File: config.mk
export PLATFORM = sky130hd
export DESIGN_NAME = match_req_dispatcher_flat
export DESIGN_NICKNAME = d
export VERILOG_FILES = /design/src/rtl/match_req_if.sv /design/src/rtl/match_req_dispatcher.sv /design/src/flat_wrapper.sv
export SDC_FILE = /design/constraint.sdc
export NUM_CORES = 1
export LEC_CHECK = 0
export BUFFER_PORTS_ARGS = -buffer_cell sky130_fd_sc_hd__buf_2
export CAP_MARGIN = 20
export CORE_UTILIZATION = 45
export CTS_CLUSTER_DIAMETER = 60
export CTS_CLUSTER_SIZE = 10
export DETAILED_ROUTE_END_ITERATION = 7
export PLACE_DENSITY = 0.68
export SLEW_MARGIN = 20
export SYNTH_ARGS = -nofsm -noshare
export SYNTH_HDL_FRONTEND = slang
export SYNTH_SLANG_ARGS = --single-unit
File: constraint.sdc
create_clock -name clk -period 16.1 [get_ports clk]
set_input_delay 3.22 -clock clk [delete_from_list [all_inputs] [get_ports clk]]
set_output_delay 3.22 -clock clk [all_outputs]
set_load 0.01 [all_outputs]
File: src/rtl/match_req_if.sv
// ---------------------------------------------------------------------------
// match_req_if
// Bundles the group-input handshake and the per-channel match-request
// outputs of the match request dispatcher.
//   in_valid / in_ready   : group handshake
//   in_mask               : live bit per request in the group
//   in_offset             : LAZY_LEN offsets, request i in slice i
//   in_route_map          : LAZY_LEN eligible-channel bitmaps, request i in slice i
//   ch_valid / ch_ready   : per-channel request handshake
//   ch_offset             : NUM_CH offsets, channel j in slice j
//   ch_idx                : NUM_CH request-index tags, channel j in slice j
// master = group producer and channel consumers, slave = dispatcher.
// ---------------------------------------------------------------------------
interface match_req_if #(
   parameter int LAZY_LEN    = 4,
   parameter int NUM_CH      = 4,
   parameter int OFFSET_BITS = 20,
   parameter int IDX_BITS    = 2
);
   logic                            in_valid;
   logic                            in_ready;
   logic [LAZY_LEN-1:0]             in_mask;
   logic [LAZY_LEN*OFFSET_BITS-1:0] in_offset;
   logic [LAZY_LEN*NUM_CH-1:0]      in_route_map;
   logic [NUM_CH-1:0]               ch_valid;
   logic [NUM_CH-1:0]               ch_ready;
   logic [NUM_CH*OFFSET_BITS-1:0]   ch_offset;
   logic [NUM_CH*IDX_BITS-1:0]      ch_idx;

   modport master (
      output in_valid, in_mask, in_offset, in_route_map, ch_ready,
      input  in_ready, ch_valid, ch_offset, ch_idx
   );

   modport slave (
      input  in_valid, in_mask, in_offset, in_route_map, ch_ready,
      output in_ready, ch_valid, ch_offset, ch_idx
   );
endinterface

File: src/rtl/match_req_dispatcher.sv
// ---------------------------------------------------------------------------
// match_req_dispatcher
// Accepts a group of LAZY_LEN match requests, routes each live request to
// the lowest eligible channel of its route map and hands requests to the
// NUM_CH match channels. Requests sharing a channel leave in ascending
// index order. Live requests with no eligible channel are dropped and
// counted.
// Ports:
//   clk, rst    : rising-edge clock, asynchronous active-high reset
//   bus         : match_req_if slave (group input + channel outputs)
//   group_done  : one-cycle pulse after the last request of a group is
//                 handed off or dropped
//   busy        : high while a group is being dispatched
//   drop_cnt    : saturating count of dropped requests
// ---------------------------------------------------------------------------
module match_req_dispatcher #(
   parameter int LAZY_LEN    = 4,
   parameter int NUM_CH      = 4,
   parameter int OFFSET_BITS = 20,
   parameter int IDX_BITS    = 2
) (
   input  logic        clk,
   input  logic        rst,
   match_req_if.slave  bus,
   output logic        group_done,
   output logic        busy,
   output logic [15:0] drop_cnt
);

   localparam int CNT_W = $clog2(LAZY_LEN + 1);

   typedef enum logic {IDLE, DISPATCH} state_t;

   state_t                        state;
   logic                          in_ready_q;
   logic [LAZY_LEN-1:0]           pending;
   logic [OFFSET_BITS-1:0]        req_offset [LAZY_LEN];
   logic [NUM_CH-1:0]             req_sel    [LAZY_LEN];

   logic [NUM_CH-1:0]             ch_valid_q;
   logic [NUM_CH*OFFSET_BITS-1:0] ch_offset_q;
   logic [NUM_CH*IDX_BITS-1:0]    ch_idx_q;

   // Capture-side decode of the presented group
   logic [NUM_CH-1:0]             route     [LAZY_LEN];
   logic [NUM_CH-1:0]             cap_sel   [LAZY_LEN];
   logic [LAZY_LEN-1:0]           cap_pending;
   logic [CNT_W-1:0]              cap_drops;
   logic [16:0]                   drop_sum;
   logic [15:0]                   drop_next;

   // Dispatch-side arbitration
   logic [NUM_CH-1:0]             found;
   logic [NUM_CH-1:0]             load;
   logic [IDX_BITS-1:0]           grant_idx [NUM_CH];
   logic [LAZY_LEN-1:0]           pend_clr;
   logic [LAZY_LEN-1:0]           pending_next;

   // NOTE: every variable gets a default at the top of an always_comb so no
   // path leaves it unassigned, which would otherwise infer a latch.
   always_comb begin
      cap_pending = '0;
      cap_drops   = '0;
      for (int i = 0; i < LAZY_LEN; i++) begin
         route[i]       = bus.in_route_map[i*NUM_CH +: NUM_CH];
         // x & -x isolates the lowest set bit: the preferred channel one-hot.
         cap_sel[i]     = route[i] & (~route[i] + NUM_CH'(1));
         cap_pending[i] = bus.in_mask[i] && (route[i] != '0);
         cap_drops      = cap_drops + CNT_W'(bus.in_mask[i] && (route[i] == '0));
      end
      drop_sum  = {1'b0, drop_cnt} + 17'(cap_drops);
      drop_next = drop_sum[16] ? 16'hFFFF : drop_sum[15:0];
   end

   // Each channel picks the lowest-index pending request selecting it. A
   // request selects exactly one channel, so no request is granted twice.
   always_comb begin
      found    = '0;
      load     = '0;
      pend_clr = '0;
      for (int j = 0; j < NUM_CH; j++) begin
         grant_idx[j] = '0;
         // Descending scan: the last hit written is the lowest index.
         for (int i = LAZY_LEN - 1; i >= 0; i--) begin
            if (pending[i] && req_sel[i][j]) begin
               found[j]     = 1'b1;
               grant_idx[j] = IDX_BITS'(i);
            end
         end
         load[j] = (state == DISPATCH) && found[j] &&
                   (!ch_valid_q[j] || bus.ch_ready[j]);
         if (load[j]) pend_clr[grant_idx[j]] = 1'b1;
      end
      pending_next = pending & ~pend_clr;
   end

   // NOTE: state is updated with non-blocking assignments only, so every
   // always_ff reads the pre-edge value of every register.
   always_ff @(posedge clk or posedge rst) begin
      if (rst) begin
         state      <= IDLE;
         in_ready_q <= 1'b1;
         busy       <= 1'b0;
         group_done <= 1'b0;
         pending    <= '0;
         drop_cnt   <= '0;
      end else begin
         case (state)
            IDLE: begin
               if (bus.in_valid && in_ready_q) begin
                  pending  <= cap_pending;
                  drop_cnt <= drop_next;
                  if (cap_pending != '0) begin
                     state      <= DISPATCH;
                     in_ready_q <= 1'b0;
                     busy       <= 1'b1;
                     group_done <= 1'b0;
                  end else begin
                     // Nothing to dispatch: the group completes at capture.
                     group_done <= 1'b1;
                  end
               end else begin
                  group_done <= 1'b0;
               end
            end
            DISPATCH: begin
               pending <= pending_next;
               if (pending_next == '0) begin
                  state      <= IDLE;
                  in_ready_q <= 1'b1;
                  busy       <= 1'b0;
                  group_done <= 1'b1;
               end else begin
                  group_done <= 1'b0;
               end
            end
            default: begin
               state      <= IDLE;
               in_ready_q <= 1'b1;
               busy       <= 1'b0;
               group_done <= 1'b0;
               pending    <= '0;
            end
         endcase
      end
   end

   // NOTE: the request storage has no reset; its contents are only ever read
   // behind a pending bit, and the pending bits are reset.
   always_ff @(posedge clk) begin
      if (state == IDLE && bus.in_valid) begin
         for (int i = 0; i < LAZY_LEN; i++) begin
            req_offset[i] <= bus.in_offset[i*OFFSET_BITS +: OFFSET_BITS];
            req_sel[i]    <= cap_sel[i];
         end
      end
   end

   // Channel holding registers drain independently of the FSM state.
   always_ff @(posedge clk or posedge rst) begin
      if (rst) begin
         ch_valid_q  <= '0;
         ch_offset_q <= '0;
         ch_idx_q    <= '0;
      end else begin
         for (int j = 0; j < NUM_CH; j++) begin
            if (load[j]) begin
               ch_valid_q[j]                             <= 1'b1;
               ch_offset_q[j*OFFSET_BITS +: OFFSET_BITS] <= req_offset[grant_idx[j]];
               ch_idx_q[j*IDX_BITS +: IDX_BITS]          <= grant_idx[j];
            end else if (ch_valid_q[j] && bus.ch_ready[j]) begin
               ch_valid_q[j] <= 1'b0;
            end
         end
      end
   end

   assign bus.in_ready  = in_ready_q;
   assign bus.ch_valid  = ch_valid_q;
   assign bus.ch_offset = ch_offset_q;
   assign bus.ch_idx    = ch_idx_q;

endmodule

File: src/flat_wrapper.sv
// flat-port wrapper written by rule: the top's interface ports become plain ports
module match_req_dispatcher_flat 
#(
   parameter int LAZY_LEN    = 4,
   parameter int NUM_CH      = 4,
   parameter int OFFSET_BITS = 20,
   parameter int IDX_BITS    = 2
)
  (clk, rst, group_done, busy, drop_cnt, bus_in_valid, bus_in_mask, bus_in_offset, bus_in_route_map, bus_ch_ready, bus_in_ready, bus_ch_valid, bus_ch_offset, bus_ch_idx);
  match_req_if #(.LAZY_LEN(LAZY_LEN), .NUM_CH(NUM_CH), .OFFSET_BITS(OFFSET_BITS), .IDX_BITS(IDX_BITS)) bus_i ();
  input  logic clk;
  input  logic rst;
  output logic group_done;
  output logic busy;
  output logic [15:0] drop_cnt;
  input wire logic [$bits(bus_i.in_valid)-1:0] bus_in_valid;
  input wire logic [$bits(bus_i.in_mask)-1:0] bus_in_mask;
  input wire logic [$bits(bus_i.in_offset)-1:0] bus_in_offset;
  input wire logic [$bits(bus_i.in_route_map)-1:0] bus_in_route_map;
  input wire logic [$bits(bus_i.ch_ready)-1:0] bus_ch_ready;
  output wire logic [$bits(bus_i.in_ready)-1:0] bus_in_ready;
  output wire logic [$bits(bus_i.ch_valid)-1:0] bus_ch_valid;
  output wire logic [$bits(bus_i.ch_offset)-1:0] bus_ch_offset;
  output wire logic [$bits(bus_i.ch_idx)-1:0] bus_ch_idx;
  assign bus_i.in_valid = bus_in_valid;
  assign bus_i.in_mask = bus_in_mask;
  assign bus_i.in_offset = bus_in_offset;
  assign bus_i.in_route_map = bus_in_route_map;
  assign bus_i.ch_ready = bus_ch_ready;
  assign bus_in_ready = bus_i.in_ready;
  assign bus_ch_valid = bus_i.ch_valid;
  assign bus_ch_offset = bus_i.ch_offset;
  assign bus_ch_idx = bus_i.ch_idx;
  match_req_dispatcher #(.LAZY_LEN(LAZY_LEN), .NUM_CH(NUM_CH), .OFFSET_BITS(OFFSET_BITS), .IDX_BITS(IDX_BITS)) u_core (.clk(clk), .rst(rst), .bus(bus_i), .group_done(group_done), .busy(busy), .drop_cnt(drop_cnt));
endmodule
======== Word-level counts from Yosys, hierarchy flattened ========
Memory sizes are Yosys's and may differ from the RTL's. A register that Yosys moved wholly into a read port is not among the register bits.
Index checks and enable logic that the tools add are counted.
W data, S select, Z words.
operators by class
  $lt $le $gt $ge ......................... 8
  shifts and indexed selects .............. 0
  bitwise operators ....................... 14
  add/subtract/negate cells ............... 8
  muxes and demuxes ....................... 73
  divide/modulo/power cells ............... 0
  $mul .................................... 0
  eq/ne operators ......................... 3
  reductions and logical operators ........ 66
operators with widths
  operator               count
  $logic_and A1 B1 Y1    42
  $mux W1                42
  $mux W2                16
  $and A4 B4 Y4          5
  $logic_not A4 Y1       5
  $mux W4                5
  $not A4 Y4             5
  $reduce_bool A4 Y1     5
  $add A16 B3 Y17        1
  $add A4 B1 Y4 const B  4
  $mux W16               1
  $lt A2 B3 Y1 const B   4
  $or A4 B4 Y4           3
  $demux W1 S2           4
  $ge A2 B1 Y1 const B   4
  $pmux W1 S2            4
  $pmux W4 S2            1
  $reduce_bool A2 Y1     4
  $add A3 B1 Y3          2
  $logic_not A1 Y1       4
  $logic_or A1 B1 Y1     4
  $ne A2 B1 Y1 const B   2
  $reduce_and A3 Y1      1
  $add A1 B1 Y2          1
  3 further kinds        3
storage, ports and cells
  bits in writable memories ............... 96
  latch bits .............................. 0
  logic and storage cells ................. 188
  bits of input ports ..................... 107
  bits in read-only memories .............. 0
  output and inout bits ................... 111
  memories kept ........................... 2
  bits in registers ....................... 36
memory list
  memory             depth  width  rd ports  clocked after memory_dff  wr ports  RTL line                    text
  u_core.req_offset  4      20     4         4                         4         match_req_dispatcher.sv:37  logic [OFFSET_BITS-1:0] req_offset [LAZY_LEN];
  u_core.req_sel     4      4      4         0                         4         match_req_dispatcher.sv:38  logic [NUM_CH-1:0] req_sel [LAZY_LEN];

======== Depth between registers and ports, before layout ========
An unclocked memory read counts as a cell.
  depth after elaboration ................. 22
  gate-level depth with buffers ........... 15
  depth with buffers taken out ............ 14

======== Worst setup path after synthesis ========
OpenSTA, ideal clock, no wires.
  kind .................................... in2reg
  start ................................... input bus_in_valid
  end ..................................... memory u_core.req_offset[0][0], enable pin
  buffers on the path ..................... 0
  data required time ...................... 15537 ps
  stages on the path ...................... 1
  library setup time ...................... 563 ps
  slack ................................... 8136 ps
  arrival time ............................ 7401 ps
  cells stage by stage .................... nor2b_1
RTL lines
  element          RTL line                    text
  start, declared  flat_wrapper.sv:16          input wire logic [$bits(bus_i.in_valid)-1:0] bus_in_valid;
  end, declared    match_req_dispatcher.sv:37

======== Worst setup path after layout ========
  start ................................... input bus_in_route_map[1]
  end ..................................... register u_core.drop_cnt[2]
on the way
  cells in the longest elaborated chain, start to end .. 7
RTL lines
  element                     RTL line                     text
  start, declared             flat_wrapper.sv:19           input wire logic [$bits(bus_i.in_route_map)-1:0] bus_in_route_map;
  $logic_not A4 Y1            match_req_dispatcher.sv:69   cap_drops = cap_drops + CNT_W'(bus.in_mask[i] && (route[i] == '0));
  $logic_and A1 B1 Y1         match_req_dispatcher.sv:69
  $add A1 B1 Y2               match_req_dispatcher.sv:69
  $add A3 B1 Y3 (2 in a row)  match_req_dispatcher.sv:69
  $add A16 B3 Y17             match_req_dispatcher.sv:71   drop_sum = {1'b0, drop_cnt} + 17'(cap_drops);
  $mux W16                    match_req_dispatcher.sv:72   drop_next = drop_sum[16] ? 16'hFFFF : drop_sum[15:0];
  end signal, assigned        match_req_dispatcher.sv:112  drop_cnt <= drop_next;
  end, declared               match_req_dispatcher.sv:27   output logic [15:0] drop_cnt
No other way between the ends.
A chain may end at the register's enable or synchronous reset.

==> out/qor.csv <==
metric;value;unit
status;complete, no violations;
Port-buffer cells;217;
internal cell power;0.908;mW
DR vias;8606;
Sw Pwr;0.263;mW
Slew headroom;22.8;%
TritonRoute pass-1 iters;5;
cts hold-fix bufs;0;
post-layout min period;6.04;ns
count of different cell masters after synthesis;62;
final setup fails;0;
startpoint types;input pin;
sequential area share after synthesis;55.8;%
fmax;166;MHz
clk root buf;clkbuf_16;
initial antenna violation count;2;
Avg Inst Size Synth;11.0;um2
# clock sinks;212;
Worst-Skew Late Latency;0.52;ns
Pwr Density;94.6;mW/mm2
Fin Hold WS;0.470;ns
Crit path largest cell delay;0.47;ns
Clk pwr share;43.3;%
post-layout util;54.7;%
async set or reset register ratio after synthesis;54.7;%
top cell type's share of synthesized area;27.8;%
hold_sp;u_core.bus.ch_offset[48]$_DFFE_PP0N_;
max-slew violation count;0;
setup tns final;0;ns
Min-Delay Endpoint;u_core.bus.ch_offset[48]$_DFFE_PP0N_;
global-route wire length before repair;47300;um
die area;0.0237;mm2
slowest stage cell, crit path;nand4_1;
R2R setup slack;13.33;ns
crit-path max FO;13;
fin nets;1243;
synthesized netlist cell count;941;
Most used DFF post-synth;dfrtp_1;
Bufs on Longest Clock Path;3;
P&R area growth vs syn;19.3;%
CP Class;input pin to register;
vias per cell;6.00;
die width;154;um
top cell family by delay on the critical path;simple AND/OR/NAND/NOR gates;
Max VDD drop;0.0514;mV
FILL cells;1974;
H-tree Lvls;1;
worst path bufs/invs;4;
Worst EP required;16.50;ns
post-DR wirelength/cell;21.7;um
crit end category;register;
Seq cells post-synth;212;
Hold Path Class;register to register;
row cnt;55;
FF-to-FF End;u_core.bus.ch_offset[69]$_DFFE_PP0P_;
largest net degree at the start of global routing;67;
overflow left after global routing;0;
Syn Std Cell Area;0.0104;mm2
PostCTS Resize Cnt;0;
period utilization;37.5;%
maxcap violations;0;
Yosys top cell by area;edfxtp_1;
Die Y;154;um
dpl hpwl;20100;um
Post-CTS Setup Bufs;0;
Iteration-0 DRC Markers;569;
WHS Path Cells;2;
Pleak;5.55;nW
DP Area;0.0116;mm2
DRT Wirelength;31100;um
unrepaired setup endpoints after global routing;no;
Yosys warning count;0;
Seq pwr share;52.4;%
Arr. time, crit path;6.43;ns
vias in the first global route;8075;
layout cell share with drive strength beyond 1;26.8;%
cell mode on critical path;inv_1;
num ports;218;
ranking of synthesized cells by area;edfxtp_1, dfrtp_1, nand2_1, a211oi_1, and3_1;
clock slew at reported path FFs;0.05;ns
Worst Reg-to-Reg Cells;5;
worst r2r src;u_core.pending[0]$_DFFE_PP0P_;
gr usage total;26.2;%
CORE AREA;0.0226;mm2
placer congestion estimate;0.822;
Hold Vio Cnt, Final;0;
worst-path cell chain;buf_2 > nor4_1 > and2_1 > ha_1 > inv_1 > fa_1 > inv_1 > ha_1 > inv_1 > fa_1 > nor2b_1 > o21bai_4 > nor3_2 > nand4_1 > o311ai_0;
Sw Ratio;22.5;%
Setup Skew;0.0122;ns
design area;0.0124;mm2
DRC viols;0;
CTS buffer count;25;
Synth Net Count;1055;
Initial Util;45.8;%
CTS tree;built;
worst slew pin tran;1.15;ns
Post-DRT Antenna Nets;0;
Comb pwr share;4.3;%
number of synthesized flops with an enable pin;96;
-- layer usage --
| metal | share of wire, % | up-vias | GRT usage [%] |
|---|---|---|---|
| met1 | 42 | 4172 | 36.8 |
| met5 | 0 | - | 0 |
| met3 | 8.5 | 60 | 4.59 |
| li1 | - | 3971 | - |
| met2 | 47 | 403 | 41.4 |
| met4 | 2.4 | 0 | 8.00 |
-- placed cells by master (no fill, tap or decap), types with 3 or more instances in the layout --
| cell | synthesis | final |
|---|---|---|
| o21ai_0 | 6 | 6 |
| nor4_1 | 4 | 4 |
| dfrtp_1 | 115 | 115 |
| nor2b_1 | 9 | 7 |
| mux2i_1 | 4 | 4 |
| a22oi_1 | 6 | 6 |
| a222oi_1 | 3 | 3 |
| buf_4 | 6 | 14 |
| nor3b_1 | 4 | 4 |
| a211oi_1 | 60 | 60 |
| nand2b_1 | 4 | 4 |
| nor4b_1 | 5 | 5 |
| ha_1 | 5 | 5 |
| o41ai_1 | 4 | 4 |
| nor2_2 | 0 | 3 |
| a31oi_1 | 7 | 7 |
| a22o_1 | 43 | 43 |
| a21boi_1 | 3 | 3 |
| nor3_1 | 4 | 4 |
| a21oi_1 | 13 | 12 |
| nand2_2 | 1 | 3 |
| inv_1 | 12 | 11 |
| buf_2 | 20 | 217 |
| clkbuf_1 | 39 | 17 |
| a221oi_1 | 18 | 18 |
| and2_1 | 29 | 27 |
| o31ai_1 | 40 | 40 |
| nand3_1 | 13 | 12 |
| o21ai_1 | 42 | 41 |
| a32o_1 | 3 | 3 |
| nand2_1 | 172 | 170 |
| clkbuf_16 | 0 | 25 |
| edfxtp_1 | 96 | 96 |
| nand4_1 | 13 | 13 |
| and3_1 | 62 | 62 |
| nor2_1 | 16 | 13 |
| a221oi_2 | 19 | 19 |
| xnor2_1 | 9 | 9 |
-- power groups by stage --
stage               logic (mW)  clock network (mW)  registers, mW
global route            0.0564               0.540          0.615
global placement        0.0503                   0          0.622
finish                  0.0508               0.507          0.613
CTS                     0.0515               0.516          0.612
detailed placement      0.0514                   0          0.623
floorplan               0.0273                   0          0.616
-- sequential cells by signal (all words and copies together), names as in the netlist, 4 cells and up --
register              flops
u_core.bus.ch_valid       4
u_core.bus.ch_offset     80
u_core.req_offset        80
u_core.req_sel           16
u_core.bus.ch_idx         8
u_core.drop_cnt          16
u_core.pending            4
-- cells in the mapped netlist (2+ instances only) --
cell      number
nand4_1       13
dfrtp_1      115
ha_1           5
nand2_1      172
o21ai_1       42
a41oi_1        2
buf_6          3
nor3b_1        4
clkbuf_1      39
a211oi_1      60
buf_1          2
and2_1        29
a222oi_1       3
nor3_1         4
nor2b_1        9
a22o_1        43
xnor2_1        9
a22oi_1        6
nand3_1       13
nor4_1         4
nand2b_1       4
a221oi_1      18
buf_2         20
and3_4         2
fa_1           2
and3_1        62
edfxtp_1      96
a21boi_1       3
o41ai_1        4
mux2i_1        4
nor4b_1        5
o21ai_0        6
buf_4          6
o31ai_1       40
a21oi_1       13
a221oi_2      19
inv_1         12
a32o_1         3
nor2_1        16
a31oi_1        7
-- through the flow --
step / setup slack [ns] / std cells / power, mW
after floorplan: 8.14 / 941 / 0.643
after global placement: 9.60 / 1386 / 0.673
after detailed placement: 9.44 / 1386 / 0.674
after CTS: 10.01 / 1431 / 1.18
after global routing: 9.71 / 1434 / 1.21
final: 10.06 / 1434 / 1.17
-- layout make-up --
| class | instances | area [um2] | share of cell area [%] |
|---|---|---|---|
| clock buffers | 43 | 703 | 5.68 |
| clock inverters | 2 | 10.0 | 0.0809 |
| flip-flops and latches | 212 | 5790 | 46.8 |
| inverters | 12 | 47.5 | 0.384 |
| multi-input cells | 646 | 4250 | 34.3 |
| repair buffers | 232 | 1220 | 9.85 |
| well taps | 285 | 357 | 2.88 |
| diodes | 2 | 5.00 | 0.0404 |
-- worst min-delay path: cells and delay by family, from the launching register on --
| kind | cells | cell delay (ns) |
|---|---|---|
| flops | 1 | 0.34 |
| compound gates | 1 | 0.05 |
| simple gates | 1 | 0.05 |
-- logic make-up after synthesis --
kind of cell | count (synthesis) | share of synthesized area (%)
compound gates | 281 | 21.6
simple gates | 344 | 16.7
mux | 5 | 0.494
flops | 212 | 55.8
buf+inv | 83 | 3.69
xor+xnor | 9 | 0.760
fa+ha+maj | 7 | 0.989
-- worst max path at each step --
| stage | from | endpoint | slack (ns) | cells past startpoint |
|---|---|---|---|---|
| global route | bus_in_route_map[7] | u_core.drop_cnt[2]$_DFFE_PP0P_ | 9.71 | 15 |
| finish | bus_in_route_map[1] | u_core.drop_cnt[2]$_DFFE_PP0P_ | 10.06 | 15 |
| detailed placement | bus_in_route_map[7] | u_core.drop_cnt[2]$_DFFE_PP0P_ | 9.44 | 15 |
| CTS | bus_in_route_map[7] | u_core.drop_cnt[2]$_DFFE_PP0P_ | 10.01 | 15 |
| floorplan | bus_in_valid | u_core.req_offset[0][0]$_DFFE_PP_ | 8.14 | 1 |
| global placement | bus_in_route_map[7] | u_core.drop_cnt[2]$_DFFE_PP0P_ | 9.60 | 15 |
No activity file was read; power rests on OpenSTA's default activity.
